==> src/rtl/dpll_pkg.sv <==
// Shared DPLL types and defaults used by the DCO, loop filter and phase comparator.
package dpll_pkg;

    localparam int unsigned ACC_WIDTH_DEFAULT = 32;

    typedef logic [ACC_WIDTH_DEFAULT-1:0] acc_t;

    // Edge strobe pair reported alongside each oscillator output sample.
    typedef struct packed {
        logic rising;
        logic falling;
    } strobe_t;

endpackage

==> src/rtl/dco_phase_acc.sv <==
// Phase accumulator: adds the active FTW and an optional one-shot offset each clock.
module dco_phase_acc #(
    parameter int unsigned ACC_WIDTH = 32
) (
    input  logic                 clk,
    input  logic                 rst,
    input  logic                 en,
    input  logic [ACC_WIDTH-1:0] ftw_active,
    input  logic [ACC_WIDTH-1:0] phase_adj,
    input  logic                 phase_adj_valid,
    output logic [ACC_WIDTH-1:0] acc,
    output logic [ACC_WIDTH-1:0] next_c,
    output logic                 wrap_c
);

    logic [ACC_WIDTH:0]   sum_c;
    logic [ACC_WIDTH-1:0] step_c;
    logic [ACC_WIDTH-1:0] adj_c;

    // Wrap is the carry of the FTW term only; the phase nudge never triggers an FTW apply.
    always_comb begin
        step_c = en ? ftw_active : '0;
        adj_c  = phase_adj_valid ? phase_adj : '0;
        sum_c  = {1'b0, acc} + {1'b0, step_c};
        wrap_c = en & sum_c[ACC_WIDTH];
        next_c = sum_c[ACC_WIDTH-1:0] + adj_c;
    end

    always_ff @(posedge clk) begin
        if (rst) begin
            acc <= '0;
        end else begin
            acc <= next_c;
        end
    end

endmodule

==> src/rtl/dco.sv <==
// Digitally controlled oscillator: FTW handshake with wrap-deferred apply, square output and edge strobes.
module dco
    import dpll_pkg::*;
#(
    parameter int unsigned          ACC_WIDTH = ACC_WIDTH_DEFAULT,
    parameter logic [ACC_WIDTH-1:0] FTW_RESET = '0
) (
    input  logic                 clk,
    input  logic                 rst,
    input  logic                 en,
    input  logic [ACC_WIDTH-1:0] ftw,
    input  logic                 ftw_valid,
    output logic                 ftw_ready,
    input  logic [ACC_WIDTH-1:0] phase_adj,
    input  logic                 phase_adj_valid,
    output logic                 sig_out,
    output logic                 rising,
    output logic                 falling,
    output logic                 rising_or_falling,
    output logic [ACC_WIDTH-1:0] phase
);

    localparam int unsigned MSB = ACC_WIDTH - 1;

    logic [ACC_WIDTH-1:0] acc;
    logic [ACC_WIDTH-1:0] next_c;
    logic                 wrap_c;
    logic [ACC_WIDTH-1:0] ftw_active;
    logic [ACC_WIDTH-1:0] ftw_pending;
    logic                 pend_flag;
    logic                 transfer_c;
    logic                 apply_c;
    strobe_t              strobe_c;
    strobe_t              strobe_q;
    logic                 any_edge_q;

    dco_phase_acc #(
        .ACC_WIDTH (ACC_WIDTH)
    ) u_phase_acc (
        .clk             (clk),
        .rst             (rst),
        .en              (en),
        .ftw_active      (ftw_active),
        .phase_adj       (phase_adj),
        .phase_adj_valid (phase_adj_valid),
        .acc             (acc),
        .next_c          (next_c),
        .wrap_c          (wrap_c)
    );

    // Ready is low while pending, so a transfer and an apply are mutually exclusive.
    always_comb begin
        transfer_c = ftw_valid & ~pend_flag;
        apply_c    = pend_flag & (wrap_c | ~en);
    end

    always_ff @(posedge clk) begin
        if (rst) begin
            ftw_active  <= FTW_RESET;
            ftw_pending <= '0;
            pend_flag   <= 1'b0;
        end else if (transfer_c) begin
            ftw_pending <= ftw;
            pend_flag   <= 1'b1;
        end else if (apply_c) begin
            ftw_active  <= ftw_pending;
            pend_flag   <= 1'b0;
        end
    end

    // Strobes are computed from the upcoming MSB so they register in step with acc.
    always_comb begin
        strobe_c.rising  = ~acc[MSB] &  next_c[MSB];
        strobe_c.falling =  acc[MSB] & ~next_c[MSB];
    end

    always_ff @(posedge clk) begin
        if (rst) begin
            strobe_q   <= '0;
            any_edge_q <= 1'b0;
        end else begin
            strobe_q   <= strobe_c;
            any_edge_q <= strobe_c.rising | strobe_c.falling;
        end
    end

    assign ftw_ready         = ~pend_flag;
    assign sig_out           = acc[MSB];
    assign rising            = strobe_q.rising;
    assign falling           = strobe_q.falling;
    assign rising_or_falling = any_edge_q;
    assign phase             = acc;

endmodule

==> config.mk <==
export PLATFORM = sky130hd
export DESIGN_NAME = dco
export DESIGN_NICKNAME = d
export VERILOG_FILES = /design/src/rtl/dpll_pkg.sv /design/src/rtl/dco_phase_acc.sv /design/src/rtl/dco.sv
export SDC_FILE = /design/constraint.sdc
export NUM_CORES = 1
export LEC_CHECK = 0
export CAP_MARGIN = 0
export CORE_ASPECT_RATIO = 0.8
export CORE_MARGIN = 10
export CORE_UTILIZATION = 56
export CTS_CLUSTER_DIAMETER = 50
export DETAILED_ROUTE_END_ITERATION = 8
export GPL_TIMING_DRIVEN = 0
export PLACE_DENSITY = 0.92
export SLEW_MARGIN = 20
export SYNTH_ARGS = -nofsm -noshare
export SYNTH_HDL_FRONTEND = slang
export SYNTH_SLANG_ARGS = --single-unit
==> constraint.sdc <==
create_clock -name clk -period 7.5 [get_ports clk]
set_clock_uncertainty 0.1 [all_clocks]
set_input_delay 1.5 -clock clk [delete_from_list [all_inputs] [get_ports clk]]
set_output_delay 1.5 -clock clk [all_outputs]
set_load 0.02 [all_outputs]
* Yosys cells after proc, flatten, opt, wreduce, memory -nomap -nowiden *
Cells that the tools add are included.
W data, S select, Z words.

storage, ports and cells
  bits in registers = 100
  bits in latches = 0
  bits in writable memories = 0
  bits in read-only memories = 0
  bits of input ports = 69
  output and inout port bits = 37
  memories = 0

cells by class
  $add $sub $neg = 2
  $mul = 0
  divide/modulo/power cells = 0
  $lt $le $gt $ge = 0
  equality and inequality tests = 0
  shift operators = 0
  multiplexer cells = 4
  bitwise logic cells = 12
  reduce and logical (&&, ||, !) cells = 2

operator list
  cell                count
  $mux W32            2
  $add A32 B32 Y33    1
  $add A32 B32 Y32    1
  $and A1 B1 Y1       5
  $not A1 Y1          5
  $mux W1             2
  $or A1 B1 Y1        2
  $reduce_and A2 Y1   1
  $reduce_bool A2 Y1  1

* Longest topological paths before layout *
Gate-level depths: netlist of the first run.

  depth in word-level cells = 7
  mapped depth = 21

* Hierarchy *
Synthesis of the first run repeated with hierarchy kept, for this count alone.

unflattened totals
  cells, all modules = 923
  area, all modules = 7504.7 µm²

by module, submodules not included
  module         instances  cells each  area each (µm²)  seq. area each (µm²)
  dco_phase_acc  1          626         4764.6           640.6
  dco            1          297         2740.1           1361.3

* Worst setup path after synthesis of the first run *
No wires, ideal clock.

  path type = input-to-reg
  from = input en
  to = register any_edge_q, in the netlist rising_or_falling
  data arrival time = 5.711 ns
  required time = 7.274 ns
  path slack = 1.562 ns
  stages = 21
  path buffers = 0
  path through = and2_1 ha_1 fa_1 a211oi_1 o21ai_1 o211ai_1 a21boi_0 o21a_1 o41a_1 nand4_1 o311ai_0 ha_1 and4_1 nand4_1 a2111o_1 a31o_1 o211ai_2 a311oi_2 xor2_1 ha_1 nor2_1

on the way
  word-level cells in the longest chain between the ends = 6

ends and longest elaborated chain
  element                 RTL line             text
  start: declaration      dco.sv:10            input logic en,
  $mux W32 (*)            dco_phase_acc.sv:22  step_c = en ? ftw_active : '0;
  $add A32 B32 Y33 (*)    dco_phase_acc.sv:24  sum_c = {1'b0, acc} + {1'b0, step_c};
  $add A32 B32 Y32 (*)    dco_phase_acc.sv:26  next_c = sum_c[ACC_WIDTH-1:0] + adj_c;
  $not A1 Y1              dco.sv:74            strobe_c.falling = acc[MSB] & ~next_c[MSB];
  $and A1 B1 Y1           dco.sv:74
  $or A1 B1 Y1 (*)        dco.sv:83            any_edge_q <= strobe_c.rising | strobe_c.falling;
  end signal: assignment  dco.sv:83
  end: declaration        dco.sv:35            logic any_edge_q;

Every way passes the cells marked *; elsewhere a longest branch is shown, timed or not.
A chain may end at the register's enable or synchronous reset.

* Worst setup path in the final report of the first run *
Same ends and word-level chain as after synthesis.

==> flow_metrics.env, run 1 <==
export IMPL_clk_pin_slew_ns=0.08
export IMPL_worstMarginPinSlew_ns=0.782
export IMPL_grt_max_degree=19
export IMPL_path_class="in -> reg"
export IMPL_critPathCaptureType="flip-flop"
export IMPL_core_area_um2=12300
export IMPL_viasPerCell=5.71
export IMPL_clockRootBuffer="clkbuf_16"
export IMPL_nNetsFinal=1108
export IMPL_overflow=0
export IMPL_maxSlewViolCount=0
export IMPL_antenna_found_initial=0
export IMPL_synth_cell_types=67
export IMPL_rsz0062_at_grt="no"
export IMPL_r2r_setup_slack_ns=1.89
export IMPL_final_util_pct=70.2
export IMPL_async_flop_share_pct=0
export IMPL_wl_per_cell_um=16.9
export IMPL_dieArea_um2=17700
export IMPL_ant_nets=0
export IMPL_rows=36
export IMPL_ir_drop_uv=128
export IMPL_hpwl_mm=15.1
export IMPL_cts_resized=0
export IMPL_r2r_end="rising_or_falling$_SDFF_PP0_"
export IMPL_ys_top_cells_by_area="dfxtp_1 28%, ha_1 11%, nand2b_1 6.1%"
export IMPL_r2r_cells=19
export IMPL_synth_most_common_cell="dfxtp_1"
export IMPL_ys_ff_latch=100
export IMPL_area_growth_syn_to_layout_pct=21.6
export IMPL_pwr_share_comb_pct=40.5
export IMPL_avgSynthCellArea_um2=8.32
export IMPL_die_width_um=146
export IMPL_endpoint="rising_or_falling$_SDFF_PP0_"
export IMPL_synth_cells_most_frequent="100 x dfxtp_1, 90 x nand2_1, 73 x a21oi_1"
export IMPL_place_gp_congestion=0.927
export IMPL_max_freq_mhz=141
export IMPL_synthDominantCellAreaShare_pct=28.1
export IMPL_h_tree_depth=3
export IMPL_seqCellArea_um2=2000
export IMPL_post_route_min_period_ns=7.12
export IMPL_drt_iter0_drc=555
export IMPL_cp_start_kind="input pin"
export IMPL_grt_usage_pct=21.8
export IMPL_fin_crit_sh_pct=94.9
export IMPL_io_buffers=104
export IMPL_seq_area_frac_synth_pct=28.1
export IMPL_multi_input_area_um2=4900
export IMPL_holdCritPathClass="reg -> reg"
export IMPL_slew_headroom_pct=47.8
export IMPL_required_ns=7.69
export IMPL_worstSkewPairLatency_ns=0.35
export IMPL_synthCells=857
export IMPL_syn_nets=993
export IMPL_cts_sinks=100
export IMPL_worst_path_max_fanout=6
export IMPL_holdWs_ns=0.361
export IMPL_power_frac_clock_pct=24.7
export IMPL_timing_rr_start="ftw_active[0]$_SDFFE_PP0P_"
export IMPL_synth_edff_count=0
export IMPL_crit_start="en"
export IMPL_setup_violations=0
export IMPL_finalHoldViolCount=0
export IMPL_cts_setup_buffers=0
export IMPL_fp_dieH_um=121
export IMPL_pin_count=106
export IMPL_drtPass1Iterations=4
export IMPL_final_layout_size_suffix_gt1_share_pct=4.50
export IMPL_power_internal_mw=1.15
export IMPL_totalWireLength_mm=19.5
export IMPL_cts_hold_buf=0
export IMPL_cts_buffers=9
export IMPL_switching_share_pct=37.1
export IMPL_synth_largest_area_cell="dfxtp_1"
export IMPL_leakagePower_nw=3.73
export IMPL_grt_pass1_wl_mm=32.5
export IMPL_fillers=924
export IMPL_ys_flop_type="dfxtp_1"
export IMPL_max_cap_violations=0
export IMPL_remaining_drc_errors=0
export IMPL_ctsLongestPathBuffers=2
export IMPL_p_per_area_nw_per_um2=212
export IMPL_setup_tns_ns=0
export IMPL_grt_pass1_vias=6584
export IMPL_power_frac_seq_pct=34.7
export IMPL_vias=6552
export IMPL_syn_area_um2=7130
export IMPL_cts_tree="done"
export IMPL_diodes=0
export IMPL_start_util_pct=57.8
export IMPL_status="complete, no violations"
export IMPL_yosys_warnings=0
export IMPL_netSwitchingPower_mw=0.680
export IMPL_critPathArrivalTime_ns=7.30
-- registers in the layout (all words and copies together) (netlist names) --
name,count
rising,1
ftw_active,32
u_phase_acc.acc,32
falling,1
rising_or_falling,1
ftw_pending,32
pend_flag,1
-- stage by stage --
stage | worst slack [ns] | instance area [um^2] | power [mW] | instances
floorplan | 1.56 | 7130 | 1.13 | 857
global placement | 0.256 | 8390 | 1.35 | 1132
detailed placement | 0.155 | 8390 | 1.37 | 1132
CTS | 0.487 | 8670 | 1.83 | 1148
global route | 0.103 | 8670 | 1.93 | 1148
finish | 0.385 | 8670 | 1.83 | 1148
-- worst max-delay path, cell delays in order --
cell and delay, ns:
clkdlybuf4s50_1 0.57, and2_1 0.26, ha_1 0.22, fa_1 0.44
a211oi_1 0.30, o21ai_1 0.20, o211ai_1 0.20, a21boi_0 0.16
o21a_1 0.22, o41a_1 0.37, o311ai_0 0.45, ha_1 0.39
a21oi_1 0.18, o21ai_0 0.12, a311oi_1 0.50, o211ai_2 0.21
a311oi_2 0.32, xor2_1 0.30, ha_1 0.29, nor2_1 0.09
-- power by group through the flow --
stage          clock (mW)  combinational, mW  sequential, mW
2_1_floorplan           0              0.444           0.685
3_3_place_gp            0              0.706           0.647
3_5_place_dp            0              0.727           0.647
4_1_cts             0.457              0.737           0.636
5_1_grt             0.478              0.814           0.642
6_report            0.454              0.744           0.637
-- cells by family after synthesis --
group | count (synthesis) | share of synthesized area [%]
flops | 100 | 28.1
xor+xnor | 46 | 5.65
mux | 38 | 5.42
simple gates | 345 | 25.2
buf+inv | 52 | 3.25
compound gates | 209 | 20.5
fa+ha+maj | 67 | 12.0
-- cell type report --
type,count,area share [%]
flip-flops and latches,100,23.1
well taps,171,2.47
inverters,13,0.563
clock inverters,6,0.621
clock buffers,10,2.64
multi-input cells,705,56.5
repair buffers,104,12.0
plain buffers,39,2.11
-- how the worst min path moves through the flow --
stage	start	end	slack [ns]	depth (start not counted)
final	ftw_pending[1]$_SDFFE_PP0P_	ftw_pending[1]$_SDFFE_PP0P_	0.36	2
after CTS	ftw_pending[1]$_SDFFE_PP0P_	ftw_pending[1]$_SDFFE_PP0P_	0.36	2
after floorplan	ftw_pending[0]$_SDFFE_PP0P_	ftw_pending[0]$_SDFFE_PP0P_	0.34	2
after global placement	ftw_pending[27]$_SDFFE_PP0P_	ftw_pending[27]$_SDFFE_PP0P_	0.34	2
after global routing	ftw_pending[16]$_SDFFE_PP0P_	ftw_pending[16]$_SDFFE_PP0P_	0.38	2
after detailed placement	ftw_pending[1]$_SDFFE_PP0P_	ftw_pending[1]$_SDFFE_PP0P_	0.35	2
-- metal layers --
layer  share of wire [%]  GRT usage [%]  vias up  wire, um
li1                    -              -     3259         -
met1                  46           29.0     2977      9000
met2                  43           34.0      282      8350
met3                 8.5           5.44       34      1640
met4                 2.4           7.18        0       459
met5                   0              0        -         0
-- cell usage in the layout, fill, tap and decap left out, drive strengths merged, types with 8 or more instances in the layout --
cell type	count
o21ai	27
xor2	20
o21a	9
xnor2	26
a311oi	8
clkdlybuf4s50	104
nand4	9
nor2	54
nand3	9
dfxtp	100
a211oi	13
nor3	10
buf	9
ha	65
and3	10
clkbuf	40
nor2b	17
mux2i	33
a21oi	73
inv	16
nand2	90
and2	64
nand2b	69
a21o	28
No activity file was read; power rests on OpenSTA's default activity.
==> run 2: changes to the inputs <==
MAX_ROUTING_LAYER = met4   (was not set)
REMOVE_ABC_BUFFERS = 1   (was not set)
==> run 2 against run 1 <==
  * Sequential share of layout area grew 0.21 points
  * Register-to-register slack gained 0.04 ns
  * Critical path depth grew 1
  * Setup slack gained 0.19 ns
  * Flip-flop and latch count is the same
  * Fmax grew 2.8%
  * Sequential power is essentially flat
  * Via count shrank 3.2%
  * First-iteration DRC count shrank 11%
  * Cell count shrank 3.1%
  * Non-clock buffer count shrank 36
  * Routed wire length shrank 4.3%
  * Critical endpoint unchanged
  * Largest cell class unchanged
==> flow_metrics.env, run 2 (synthesis gave the netlist of run 1 again) <==
export IMPL_r2r_end="rising_or_falling$_SDFF_PP0_"
export IMPL_place_gp_congestion=0.917
export IMPL_diodes=0
export IMPL_final_cell_area_um2=8590
export IMPL_rsz0062_at_grt="no"
export IMPL_r2r_cells=20
export IMPL_cts_resized=0
export IMPL_critPathCaptureType="flip-flop"
export IMPL_drtPass1Iterations=6
export IMPL_place_ws_ns=-0.167
export IMPL_dpl_instance_area_um2=8270
export IMPL_cts_sinks=100
export IMPL_setup_ws_ns=0.577
export IMPL_cts_hold_buf=0
export IMPL_cts_buffers=9
export IMPL_hold_end="ftw_pending[14]$_SDFFE_PP0P_"
export IMPL_fin_crit_sh_pct=92.3
export IMPL_post_route_min_period_ns=6.92
export IMPL_fin_cells=1112
export IMPL_ir_drop_uv=133
export IMPL_grt_pass1_wl_mm=30.1
export IMPL_r2r_setup_slack_ns=1.93
export IMPL_wl_per_cell_um=16.7
export IMPL_worstMarginPinSlew_ns=1.02
export IMPL_ctsLongestPathBuffers=2
export IMPL_setup_violations=0
export IMPL_start_util_pct=57.8
export IMPL_cp_top_family="compound AO/OA/AOI/OAI gates"
export IMPL_dp_cells=1096
export IMPL_slowest_stage="o311ai_0"
export IMPL_hold_depth=2
export IMPL_final_layout_size_suffix_gt1_share_pct=4.57
export IMPL_nNetsFinal=1072
export IMPL_layout_commonest_cell="clkdlybuf4s50_1"
export IMPL_worstSkewPairLatency_ns=0.35
export IMPL_path_class="in -> reg"
export IMPL_leakagePower_nw=3.71
export IMPL_clk_pin_slew_ns=0.08
export IMPL_holdWs_ns=0.357
export IMPL_finalHoldViolCount=0
export IMPL_cts_setup_buffers=0
export IMPL_vias=6345
export IMPL_core_area_um2=12300
export IMPL_viasPerCell=5.71
export IMPL_slew_headroom_pct=32.0
export IMPL_hpwl_mm=14.0
export IMPL_area_growth_syn_to_layout_pct=20.5
export IMPL_rows=36
export IMPL_reg_top3="ftw_active x32, ftw_pending x32, u_phase_acc.acc x32"
export IMPL_cp_start_kind="input pin"
export IMPL_io_buffers=105
export IMPL_pin_count=106
export IMPL_critPathArrivalTime_ns=7.12
export IMPL_hold_start="ftw_pending[14]$_SDFFE_PP0P_"
export IMPL_die_width_um=146
export IMPL_grt_usage_pct=20.9
export IMPL_maxSlewViolCount=0
export IMPL_p_per_area_nw_per_um2=219
export IMPL_drt_iter0_drc=496
export IMPL_crit_chain="dlymetal6s2s_1 > and2_1 > ha_1 > fa_1 > a211oi_1 > o21ai_1 > o211ai_1 > a21boi_0 > o21a_1 > o41a_1 > o311ai_0 > ha_1 > and4_1 > nand4_1 > a2111o_1 > a31o_1 > o211ai_2 > a311oi_2 > xor2_1 > ha_1 > nor2_1"
export IMPL_cts_tree="done"
export IMPL_totalWireLength_mm=18.6
export IMPL_required_ns=7.69
export IMPL_remaining_drc_errors=0
export IMPL_worst_path_max_fanout=33
export IMPL_max_freq_mhz=144
export IMPL_dieArea_um2=17700
export IMPL_antenna_found_initial=0
export IMPL_grt_max_degree=90
export IMPL_slowest_delay_ns=0.45
export IMPL_overflow=0
export IMPL_ant_nets=0
export IMPL_cp_num_buf_inv=1
export IMPL_h_tree_depth=3
export IMPL_holdCritPathClass="reg -> reg"
export IMPL_max_cap_violations=0
export IMPL_grt_pass1_vias=6010
export IMPL_mostFrequentLayoutCells="103 x clkdlybuf4s50_1, 100 x dfxtp_1, 90 x nand2_1"
export IMPL_crit_top_cell="ha_1"
export IMPL_timing_rr_start="ftw_active[0]$_SDFFE_PP0P_"
export IMPL_fp_dieH_um=121
export IMPL_clockRootBuffer="clkbuf_16"
export IMPL_status="complete, no violations"
-- run 2: changes by cell type in the layout (fill, tap and decap cells not counted), sizes merged --
cell           previous run  this run
inv                      16        17
dlymetal6s2s              0         1
clkinvlp                  1         0
bufinv                    0         1
clkdlybuf4s50           104       103
buf                       9         3
clkbuf                   40        10
clkinv                    2         1
-- run 2: through the flow --
step                utilization, %  total power, mW  setup TNS [ns]
finish                        69.6             1.88               0
global route                  69.6             1.97               0
CTS                           69.6             1.88               0
detailed placement            67.0             1.38          -0.281
global placement              66.6             1.36          -0.247
floorplan                        -             1.11               0
-- run 2: final cells by class --
cell class	count	area (um^2)
multi-input combinational	705	4910
fill	932	3750
sequential	100	2000
timing repair buffer	107	1110
clock buffer	10	239
tap	171	214
clock inverter	6	77.6
inverter	13	48.8
-- run 2: how the worst max path moves through the flow --
stage / startpoint / depth (start not counted) / end / slack, ns
after floorplan: en / 21 / rising_or_falling$_SDFF_PP0_ / 1.58
after global placement: en / 21 / rising_or_falling$_SDFF_PP0_ / -0.14
after global routing: en / 21 / rising_or_falling$_SDFF_PP0_ / 0.20
after CTS: en / 21 / rising_or_falling$_SDFF_PP0_ / 0.18
after detailed placement: en / 20 / rising_or_falling$_SDFF_PP0_ / -0.17
final: en / 21 / rising_or_falling$_SDFF_PP0_ / 0.58
-- run 2: power breakdown --
group | total, mW | switching (mW) | leakage [nW] | internal (mW)
Combinational | 0.750 | 0.419 | 2.73 | 0.331
Sequential | 0.636 | 0.0465 | 0.819 | 0.590
Clock | 0.496 | 0.220 | 0.159 | 0.276
Total | 1.88 | 0.686 | 3.71 | 1.20
-- run 2: tightest hold or removal path, stage by stage (launching register included) --
cell and delay, ns:
dfxtp_1 0.31, nand2_1 0.05, a21oi_1 0.05
-- run 2: metal layers --
layer / vias up / share of wire [%] / wire, um / track usage (%)
met3: 28 / 8.4 / 1560 / 4.88
li1: 3179 / - / - / -
met2: 258 / 44 / 8230 / 32.4
met5: - / 0 / 0 / -
met4: 0 / 1.6 / 302 / 5.31
met1: 2880 / 46 / 8520 / 26.9
==> run 3: changes to the inputs <==
CORE_MARGIN = not set   (was 10)
==> run 3 against run 2 <==
  * Design area is 0.44% lower
  * Critical endpoint unchanged
  * Fmax up 0.84%
  * Non-clock buffer count did not move
==> flow_metrics.env, run 3 (synthesis gave the netlist of run 1 again) <==
export IMPL_rsz0062_at_grt="no"
export IMPL_ant_nets=0
export IMPL_netSwitchingPower_mw=0.684
export IMPL_drtPass1Iterations=5
export IMPL_hold_start="ftw_pending[5]$_SDFFE_PP0P_"
export IMPL_cts_resized=0
export IMPL_power_internal_mw=1.15
export IMPL_cts_hold_buf=0
export IMPL_cts_buffers=9
export IMPL_area_growth_syn_to_layout_pct=20.0
export IMPL_worstMarginPinSlew_ns=1.01
export IMPL_final_layout_size_suffix_gt1_share_pct=4.57
export IMPL_power_frac_seq_pct=34.6
export IMPL_worstSkewPairLatency_ns=0.35
export IMPL_post_route_min_period_ns=6.87
export IMPL_path_class="in -> reg"
export IMPL_status="complete, no violations"
export IMPL_clk_pin_slew_ns=0.07
export IMPL_finalPower_mw=1.84
export IMPL_maxSlewViolCount=0
export IMPL_max_cap_violations=0
export IMPL_required_ns=7.68
export IMPL_antenna_found_initial=1
export IMPL_cts_sinks=100
export IMPL_crit_top_cell="ha_1"
export IMPL_timing_rr_start="ftw_active[0]$_SDFFE_PP0P_"
export IMPL_rows=36
export IMPL_die_width_um=128
export IMPL_cts_tree="done"
export IMPL_place_gp_congestion=0.938
export IMPL_vias=6359
export IMPL_core_area_um2=12300
export IMPL_grt_usage_pct=27.7
export IMPL_start_util_pct=58.0
export IMPL_h_tree_depth=3
export IMPL_endpoint="rising_or_falling$_SDFF_PP0_"
export IMPL_critPathArrivalTime_ns=7.04
export IMPL_dieArea_um2=13200
export IMPL_remaining_drc_errors=0
export IMPL_slew_headroom_pct=32.8
export IMPL_p_per_area_nw_per_um2=215
export IMPL_max_freq_mhz=146
export IMPL_grt_pass1_wl_mm=27.9
export IMPL_worst_path_max_fanout=33
export IMPL_finalHoldViolCount=0
export IMPL_ctsLongestPathBuffers=2
export IMPL_r2r_end="rising_or_falling$_SDFF_PP0_"
export IMPL_fp_dieH_um=103
export IMPL_viasPerCell=5.71
export IMPL_critPathCaptureType="flip-flop"
export IMPL_power_frac_clock_pct=24.4
export IMPL_leakagePower_nw=3.69
export IMPL_overflow=0
export IMPL_r2r_cells=19
export IMPL_setup_tns_ns=0
export IMPL_dp_cells=1096
export IMPL_final_cell_area_um2=8560
export IMPL_totalWireLength_mm=17.6
export IMPL_slowest_delay_ns=0.64
export IMPL_io_buffers=105
export IMPL_clockRootBuffer="clkbuf_16"
export IMPL_fillers=925
export IMPL_cts_setup_buffers=0
export IMPL_cp_start_kind="input pin"
export IMPL_crit_start="en"
export IMPL_fin_cells=1113
export IMPL_switching_share_pct=37.3
export IMPL_drt_iter0_drc=494
export IMPL_r2r_setup_slack_ns=2.07
export IMPL_wl_per_cell_um=15.8
export IMPL_slowest_stage="dlymetal6s2s_1"
export IMPL_hold_depth=2
export IMPL_holdCritPathClass="reg -> reg"
export IMPL_grt_max_degree=103
export IMPL_ir_drop_uv=124
export IMPL_fin_crit_sh_pct=91.5
export IMPL_hpwl_mm=12.8
export IMPL_pin_count=106
export IMPL_pwr_share_comb_pct=41.0
export IMPL_grt_pass1_vias=5737
export IMPL_layout_commonest_cell="clkdlybuf4s50_1"
export IMPL_setup_ws_ns=0.634
export IMPL_setup_violations=0
export IMPL_place_ws_ns=-0.115
export IMPL_crit_chain="dlymetal6s2s_1 > and2_1 > ha_1 > a211o_1 > a211oi_1 > nor3_1 > o31a_1 > o211ai_1 > a21oi_1 > mux2i_1 > o2111ai_1 > ha_1 > and4_1 > nand4_1 > a2111o_1 > a31o_1 > o211ai_2 > a311oi_2 > xor2_1 > ha_1 > nor2_1"
export IMPL_reg_top3="ftw_active x32, ftw_pending x32, u_phase_acc.acc x32"
export IMPL_mostFrequentLayoutCells="103 x clkdlybuf4s50_1, 100 x dfxtp_1, 90 x nand2_1"
export IMPL_nNetsFinal=1072
export IMPL_dpl_instance_area_um2=8270
[run 3: layout make-up]
cell class / instances / area, um^2 / share of cell area (%)
clock inverter: 7 / 58.8 / 0.687
inverter: 13 / 48.8 / 0.570
multi-input combinational: 705 / 4910 / 57.3
timing repair buffer: 107 / 1100 / 12.8
antenna: 1 / 2.50 / 0.0292
tap: 171 / 214 / 2.50
clock buffer: 9 / 225 / 2.63
sequential: 100 / 2000 / 23.4
[run 3: worst min-delay path by stage]
stage                              endpoint  slack, ns
5_1_grt        ftw_pending[29]$_SDFFE_PP0P_       0.37
2_1_floorplan   ftw_pending[0]$_SDFFE_PP0P_       0.33
6_report        ftw_pending[5]$_SDFFE_PP0P_       0.36
3_3_place_gp   ftw_pending[24]$_SDFFE_PP0P_       0.34
4_1_cts         ftw_pending[6]$_SDFFE_PP0P_       0.36
3_5_place_dp    ftw_pending[6]$_SDFFE_PP0P_       0.35
[run 3: critical path: cells and delay by family]
family / cells / cell delay [ns]
compound gates: 10 / 2.34
fa+ha+maj: 3 / 1.01
simple gates: 5 / 1.00
buf+inv: 1 / 0.64
xor+xnor: 1 / 0.31
mux: 1 / 0.23
[run 3: metrics by stage]
stage	hold WS, ns	utilization [%]
final	0.357	69.6
after global routing	0.372	69.6
after CTS	0.358	69.5
after detailed placement	0.348	67.2
after global placement	0.343	66.8
after floorplan	0.331	-
[run 3: power by group through the flow]
stage	Clock [mW]	Sequential (mW)	Combinational, mW
6_report	0.447	0.636	0.753
5_1_grt	0.477	0.641	0.817
4_1_cts	0.456	0.633	0.736
3_5_place_dp	0	0.644	0.726
3_3_place_gp	0	0.644	0.711
2_1_floorplan	0	0.686	0.425
[run 3: layer usage]
layer	wire length [um]	GRT usage [%]
met5	0	-
met1	8290	37.8
met2	7610	42.3
met3	1380	5.09
met4	270	7.06
